==> config.mk <==
export PLATFORM = sky130hd
export DESIGN_NAME = fnd_scan_decoder
export DESIGN_NICKNAME = d
export VERILOG_FILES = /design/src/rtl/fnd_scan_decoder.sv
export SDC_FILE = /design/constraint.sdc
export NUM_CORES = 1
export LEC_CHECK = 0
export CAP_MARGIN = 20
export CORE_ASPECT_RATIO = 0.6
export CORE_MARGIN = 8
export CORE_UTILIZATION = 58
export DETAILED_ROUTE_END_ITERATION = 10
export HOLD_SLACK_MARGIN = 0.05
export PLACE_DENSITY = 0.84
export REMOVE_ABC_BUFFERS = 1
export SETUP_SLACK_MARGIN = 0.02
export SYNTH_ARGS = -nofsm -noshare
export SYNTH_HDL_FRONTEND = slang
export SYNTH_SLANG_ARGS = --single-unit
==> constraint.sdc <==
create_clock -name clk -period 6.4 [get_ports clk]
set_input_delay 1.28 -clock clk [delete_from_list [all_inputs] [get_ports clk]]
set_output_delay 1.28 -clock clk [all_outputs]
set_load 0.05 [all_outputs]
==> src/rtl/fnd_scan_decoder.sv <==
`default_nettype none
//----------------------------------------------------------------------------
// fnd_scan_decoder : rebuilds the 4-digit BCD/binary value shown on a
//                    multiplexed active-low FND from its com/data lines.
// Revision         : 1.0
//----------------------------------------------------------------------------
module fnd_scan_decoder #(
  parameter int unsigned SETTLE_CYCLES = 16
) (
  input  logic        clk,
  input  logic        rst,
  input  logic [3:0]  fnd_com,
  input  logic [7:0]  fnd_data,
  output logic [15:0] digits,
  output logic [13:0] value,
  output logic [3:0]  dp,
  output logic        frame_valid,
  output logic        seg_err,
  output logic        changed
);

  localparam logic [15:0] C_SETTLE_LAST = 16'(SETTLE_CYCLES - 1);

  typedef enum logic [1:0] {
    S_IDLE     = 2'd0,
    S_SETTLE   = 2'd1,
    S_CAPTURED = 2'd2
  } state_t;

  state_t      r_state;
  logic [3:0]  r_com;
  logic [7:0]  r_data;
  logic [3:0]  r_prev_com;
  logic [7:0]  r_prev_data;
  logic [15:0] r_cnt;
  logic [3:0]  r_mask;
  logic [15:0] r_slots;
  logic [3:0]  r_slot_dp;

  logic        w_com_valid;
  logic        w_same;
  logic [15:0] w_cnt_next;
  logic        w_capture;
  logic [3:0]  w_capture_bit;
  logic [3:0]  w_dec;
  logic        w_full;
  logic        w_err;
  logic [13:0] w_sum;
  logic [13:0] w_new_value;

  function automatic logic [3:0] seg_decode(input logic [6:0] seg);
    logic [3:0] d;
    case (seg)
      7'h40:   d = 4'd0;
      7'h79:   d = 4'd1;
      7'h24:   d = 4'd2;
      7'h30:   d = 4'd3;
      7'h19:   d = 4'd4;
      7'h12:   d = 4'd5;
      7'h02:   d = 4'd6;
      7'h78:   d = 4'd7;
      7'h00:   d = 4'd8;
      7'h10:   d = 4'd9;
      default: d = 4'hF;
    endcase
    return d;
  endfunction

  always_comb begin
    case (r_com)
      4'b1110, 4'b1101, 4'b1011, 4'b0111: w_com_valid = 1'b1;
      default:                            w_com_valid = 1'b0;
    endcase
  end

  assign w_same        = ({r_com, r_data} == {r_prev_com, r_prev_data});
  assign w_cnt_next    = w_same ? (r_cnt + 16'd1) : 16'd0;
  // A digit already captured is not recaptured until the lines move again.
  assign w_capture     = w_com_valid && ((r_state != S_CAPTURED) || !w_same)
                         && (w_cnt_next == C_SETTLE_LAST);
  assign w_capture_bit = w_capture ? ~r_com : 4'b0000;
  assign w_dec         = seg_decode(r_data[6:0]);

  assign w_full = (r_mask == 4'b1111);
  assign w_err  = (r_slots[3:0]   == 4'hF) || (r_slots[7:4]   == 4'hF) ||
                  (r_slots[11:8]  == 4'hF) || (r_slots[15:12] == 4'hF);
  assign w_sum  = 14'(r_slots[15:12]) * 14'd1000 +
                  14'(r_slots[11:8])  * 14'd100  +
                  14'(r_slots[7:4])   * 14'd10   +
                  14'(r_slots[3:0]);
  assign w_new_value = w_err ? 14'd0 : w_sum;

  always_ff @(posedge clk or negedge rst) begin
    if (!rst) begin
      r_com       <= 4'b1111;
      r_data      <= 8'hFF;
      r_prev_com  <= 4'b1111;
      r_prev_data <= 8'hFF;
    end else begin
      r_com       <= fnd_com;
      r_data      <= fnd_data;
      r_prev_com  <= r_com;
      r_prev_data <= r_data;
    end
  end

  always_ff @(posedge clk or negedge rst) begin
    if (!rst) begin
      r_state <= S_IDLE;
      r_cnt   <= 16'd0;
    end else if (!w_com_valid) begin
      r_state <= S_IDLE;
      r_cnt   <= 16'd0;
    end else if (w_capture) begin
      r_state <= S_CAPTURED;
      r_cnt   <= w_cnt_next;
    end else if ((r_state == S_CAPTURED) && w_same) begin
      r_state <= S_CAPTURED;
    end else begin
      r_state <= S_SETTLE;
      r_cnt   <= w_cnt_next;
    end
  end

  always_ff @(posedge clk or negedge rst) begin
    if (!rst) begin
      r_mask    <= 4'b0000;
      r_slots   <= 16'h0000;
      r_slot_dp <= 4'b0000;
    end else begin
      // Publishing clears the mask; a capture on that same edge starts the next frame.
      r_mask <= (w_full ? 4'b0000 : r_mask) | w_capture_bit;
      for (int i = 0; i < 4; i++) begin
        if (w_capture_bit[i]) begin
          r_slots[4*i +: 4] <= w_dec;
          r_slot_dp[i]      <= ~r_data[7];
        end
      end
    end
  end

  always_ff @(posedge clk or negedge rst) begin
    if (!rst) begin
      digits      <= 16'h0000;
      value       <= 14'd0;
      dp          <= 4'b0000;
      seg_err     <= 1'b0;
      frame_valid <= 1'b0;
      changed     <= 1'b0;
    end else begin
      frame_valid <= w_full;
      changed     <= w_full && ((w_new_value != value) || (r_slots != digits));
      if (w_full) begin
        digits  <= r_slots;
        value   <= w_new_value;
        dp      <= r_slot_dp;
        seg_err <= w_err;
      end
    end
  end

endmodule
`default_nettype wire

==> load_flow_metrics.sql <==
INSERT INTO impl_metrics (metric_group, metric, value, unit) VALUES
('outcome', 'status', 'completed', ''),
('hold_path', 'worst_hold_startpoint', 'r_com[1]', ''),
('critical_path', 'regToRegSetupSlack', '0.67', 'ns'),
('sta', 'grt_setup_unrepaired', 'false', ''),
('critical_path', 'worst-endpoint-arrival', '5.94', 'ns'),
('critical_path', 'critical_path.top_delay_family', 'adder cells', ''),
('yosys', 'synth_cell_type_count', '59', ''),
('clock_network', 'numCtsBuffers', '9', ''),
('clock_network', 'clock_tree_root', 'sky130_fd_sc_hd__clkbuf_16', ''),
('layout', 'post_route_cells_drive_above_1_share', '7.737', '%'),
('yosys', 'ys.warnings.count', '0', ''),
('floorplan', 'std_cell_rows', '29', ''),
('yosys', 'synth_edf_count', '0', ''),
('sta', 'timing.final.max_slew_violations', '0', ''),
('yosys', 'syn-mean-instance-area', '10.08', 'um^2'),
('critical_path', 'r2r-start', 'r_slots[14]', ''),
('critical_path', 'crit_path_cell_trace', 'fa_1, inv_1, fa_1, inv_1, ha_1, inv_1, nor2_1, o21ai_0, nand2b_1, xnor2_1, ha_1, ha_1, ha_1, a2111oi_0, a21bo_2, a41oi_1, xnor2_1, mux2i_1, xor2_1, a41oi_1', ''),
('yosys', 'synth.ff_latch_count', '103', ''),
('detailed_routing', 'via_per_inst', '5.950', ''),
('critical_path', 'maximum_single_stage_delay_on_the_critical_path', '0.64', 'ns'),
('layout', 'finalNetCount', '765', ''),
('floorplan', 'initial_cell_density_of_the_core', '60.29', '%'),
('sta', 'fin_tns_setup', '0', 'ns'),
('clock_network', 'cts.repair_timing.setup_buffer_count', '0', ''),
('global_routing', 'grt_antenna_before_repair', '0', ''),
('global_routing', 'grt_pass1_wl', '25540', 'um'),
('critical_path', 'cpMostUsedCell', 'sky130_fd_sc_hd__ha_1', ''),
('layout', 'fillerInstances', '759', ''),
('sta', 'relSlewSlack', '33.81', '%'),
('global_routing', 'grt.total_usage', '21.10', '%'),
('flow_run', 'timing.max_cap.violations', '0', ''),
('layout', 'area.growth.synth_to_final', '13.82', '%'),
('hold_path', 'hold_path_depth', '0', ''),
('critical_path', 'highest_net_fanout_along_the_worst_path', '9', ''),
('hold_path', 'whs_endpoint', 'r_prev_com[1]', ''),
('detailed_routing', 'post-route-drc-count', '0', ''),
('sta', 'fin_crit_share', '89.51', '%'),
('critical_path', 'timing.critical_path.buf_inv', '3', ''),
('global_routing', 'grt_start_max_net_pins', '84', ''),
('yosys', 'postSynthCellCount', '640', ''),
('layout', 'most-common-layout-cells', '80 x sky130_fd_sc_hd__nand2_1, 79 x sky130_fd_sc_hd__dfrtp_1, 54 x sky130_fd_sc_hd__xnor2_1, 54 x sky130_fd_sc_hd__ha_1, 49 x sky130_fd_sc_hd__clkdlybuf4s50_1', ''),
('layout', 'antenna_diode_count', '0', ''),
('place', 'dp_slack', '0.7438', 'ns'),
('power', 'static-leakage-power', '3.475', 'nW'),
('sta', 'worst_slack', '0.6712', 'ns'),
('critical_path', 'critical_path.reg2reg.endpoint', 'changed', ''),
('detailed_routing', 'first_pass_iters', '5', ''),
('clock_network', 'clock_insertion_delay_worst_skew', '0.36', 'ns'),
('clock_network', 'ctsHtreeMaxLevel', '3', ''),
('yosys', 'synthesis.area', '6454', 'um^2'),
('floorplan', 'die_width', '152.2', 'um'),
('floorplan', 'die_h', '97.71', 'um'),
('critical_path', 'critical_path.endpoint_type', 'flip-flop', ''),
('critical_path', 'timing.critical_path.slowest_stage_cell', 'sky130_fd_sc_hd__fa_1', ''),
('place', 'portBuffers', '50', ''),
('detailed_routing', 'wirelength', '15180', 'um'),
('clock_network', 'cts-resized-gates', '0', ''),
('sta', 'period_minus_slack', '5.729', 'ns'),
('clock_network', 'cts_tree', 'yes', ''),
('sta', 'achievable-frequency', '0.1746', 'GHz'),
('critical_path', 'required_arrival_time_at_the_worst_endpoint', '6.61', 'ns'),
('layout', 'layout.cells.most_common', 'sky130_fd_sc_hd__nand2_1', ''),
('detailed_routing', 'post_drt_wl_per_cell', '18.43', 'um'),
('yosys', 'yosysTopAreaCellShare', '30.63', '%'),
('clock_network', 'clk_transition_reported_paths', '0.08', 'ns'),
('place', 'hpwl', '11130', 'um'),
('yosys', 'asyncSetResetFlopFracSynth', '100.0', '%'),
('global_routing', 'grt_remaining_overflow', '0', ''),
('sta', 'worst-slew-pin-transition', '0.9929', 'ns'),
('clock_network', 'clockBufferDepth', '2', ''),
('clock_network', 'postCtsHoldBufs', '0', '');
state kept, by name, indices dropped and copies added, names as in the netlist:
| name | cells |
|---|---|
| r_state | 2 |
| digits | 16 |
| dp | 4 |
| r_cnt | 16 |
| r_slots | 16 |
| r_slot_dp | 4 |
| r_com | 4 |
| changed | 1 |
| seg_err | 1 |
| r_prev_data | 8 |
| r_prev_com | 4 |
| value | 14 |
| r_mask | 4 |
| r_data | 8 |
| frame_valid | 1 |
cell families after synthesis:
group | count (synthesis) | synth area share, %
buffers and inverters | 69 | 4.304
AOI/OAI and AO/OA | 95 | 9.655
DFF | 103 | 40.40
xor gates and xnor gates | 73 | 9.907
adders and majority gates | 71 | 15.74
muxes | 25 | 4.207
and+or+nand+nor | 204 | 15.78
per-stage QoR:
stage	cell area [um^2]	hold slack (ns)	power [mW]	utilization (%)	std cells
floorplan	6345	0.3782	0.7012	-	616
CTS	7341	0.4034	1.295	68.58	823
global route	7346	0.4093	1.329	68.63	824
global placement	7032	0.3891	0.7263	65.69	807
detailed placement	7032	0.3882	0.7286	65.69	807
finish	7346	0.4035	1.288	68.63	824
power by group:
| group | switching (mW) | internal (mW) | leakage (nW) | total [mW] |
|---|---|---|---|---|
| combinational | 0.0216 | 0.0181 | 1.96 | 0.0396 |
| sequential | 0.0115 | 0.665 | 1.36 | 0.677 |
| clock | 0.274 | 0.298 | 0.155 | 0.572 |
| total | 0.307 | 0.981 | 3.47 | 1.29 |
worst register-to-register path, stage by stage (launching register included):
cell and delay [ns]:
sky130_fd_sc_hd__dfrtp_1 0.52, sky130_fd_sc_hd__fa_1 0.64, sky130_fd_sc_hd__inv_1 0.11, sky130_fd_sc_hd__fa_1 0.53, sky130_fd_sc_hd__inv_1 0.06, sky130_fd_sc_hd__ha_1 0.32, sky130_fd_sc_hd__inv_1 0.13, sky130_fd_sc_hd__nor2_1 0.06
sky130_fd_sc_hd__o21ai_0 0.15, sky130_fd_sc_hd__nand2b_1 0.11, sky130_fd_sc_hd__xnor2_1 0.14, sky130_fd_sc_hd__ha_1 0.29, sky130_fd_sc_hd__ha_1 0.29, sky130_fd_sc_hd__ha_1 0.35, sky130_fd_sc_hd__a2111oi_0 0.55, sky130_fd_sc_hd__a21bo_2 0.30
sky130_fd_sc_hd__a41oi_1 0.25, sky130_fd_sc_hd__xnor2_1 0.17, sky130_fd_sc_hd__mux2i_1 0.29, sky130_fd_sc_hd__xor2_1 0.17, sky130_fd_sc_hd__a41oi_1 0.14
layer usage:
metal	vias to the layer above	wire (um)	track usage, %
li1	2276	-	-
met1	2380	7275	30.31
met2	219	6342	29.61
met3	28	1317	6.616
met4	0	247	6.417
met5	-	0	0
final cells by class:
cell class                      instances  area, um^2  share of cell area, %
Multi-Input combinational cell        468        3568                  48.58
Sequential cell                       103        2608                  35.50
Timing Repair Buffer                   53       518.0                  7.052
Clock buffer                           10       250.2                  3.407
Tap cell                              139       173.9                  2.368
Inverter                               45       168.9                  2.299
Clock inverter                          6       58.81                 0.8005
synthesized netlist by cell type, types with 10 or more instances:
library cell	count
sky130_fd_sc_hd__nand2_1	80
sky130_fd_sc_hd__dfrtp_1	79
sky130_fd_sc_hd__ha_1	54
sky130_fd_sc_hd__xnor2_1	54
sky130_fd_sc_hd__inv_1	45
sky130_fd_sc_hd__nor2_1	39
sky130_fd_sc_hd__o21ai_0	27
sky130_fd_sc_hd__dfstp_2	24
sky130_fd_sc_hd__clkbuf_1	19
sky130_fd_sc_hd__nand4_1	19
sky130_fd_sc_hd__xor2_1	19
sky130_fd_sc_hd__a21oi_1	17
sky130_fd_sc_hd__fa_1	17
sky130_fd_sc_hd__mux2_1	16
sky130_fd_sc_hd__nand3_1	10
worst max path at each step:
stage | start | end | slack, ns | cells past startpoint
final | r_slots[14] | changed | 0.67 | 20
after global routing | r_slots[14] | changed | 0.16 | 20
after CTS | r_slots[14] | changed | 0.72 | 20
after detailed placement | r_slots[14] | changed | 0.74 | 20
after global placement | r_slots[14] | changed | 1.06 | 20
after floorplan | r_slots[14] | changed | 1.20 | 20
Note: power is estimated with default switching activity, not from simulation.
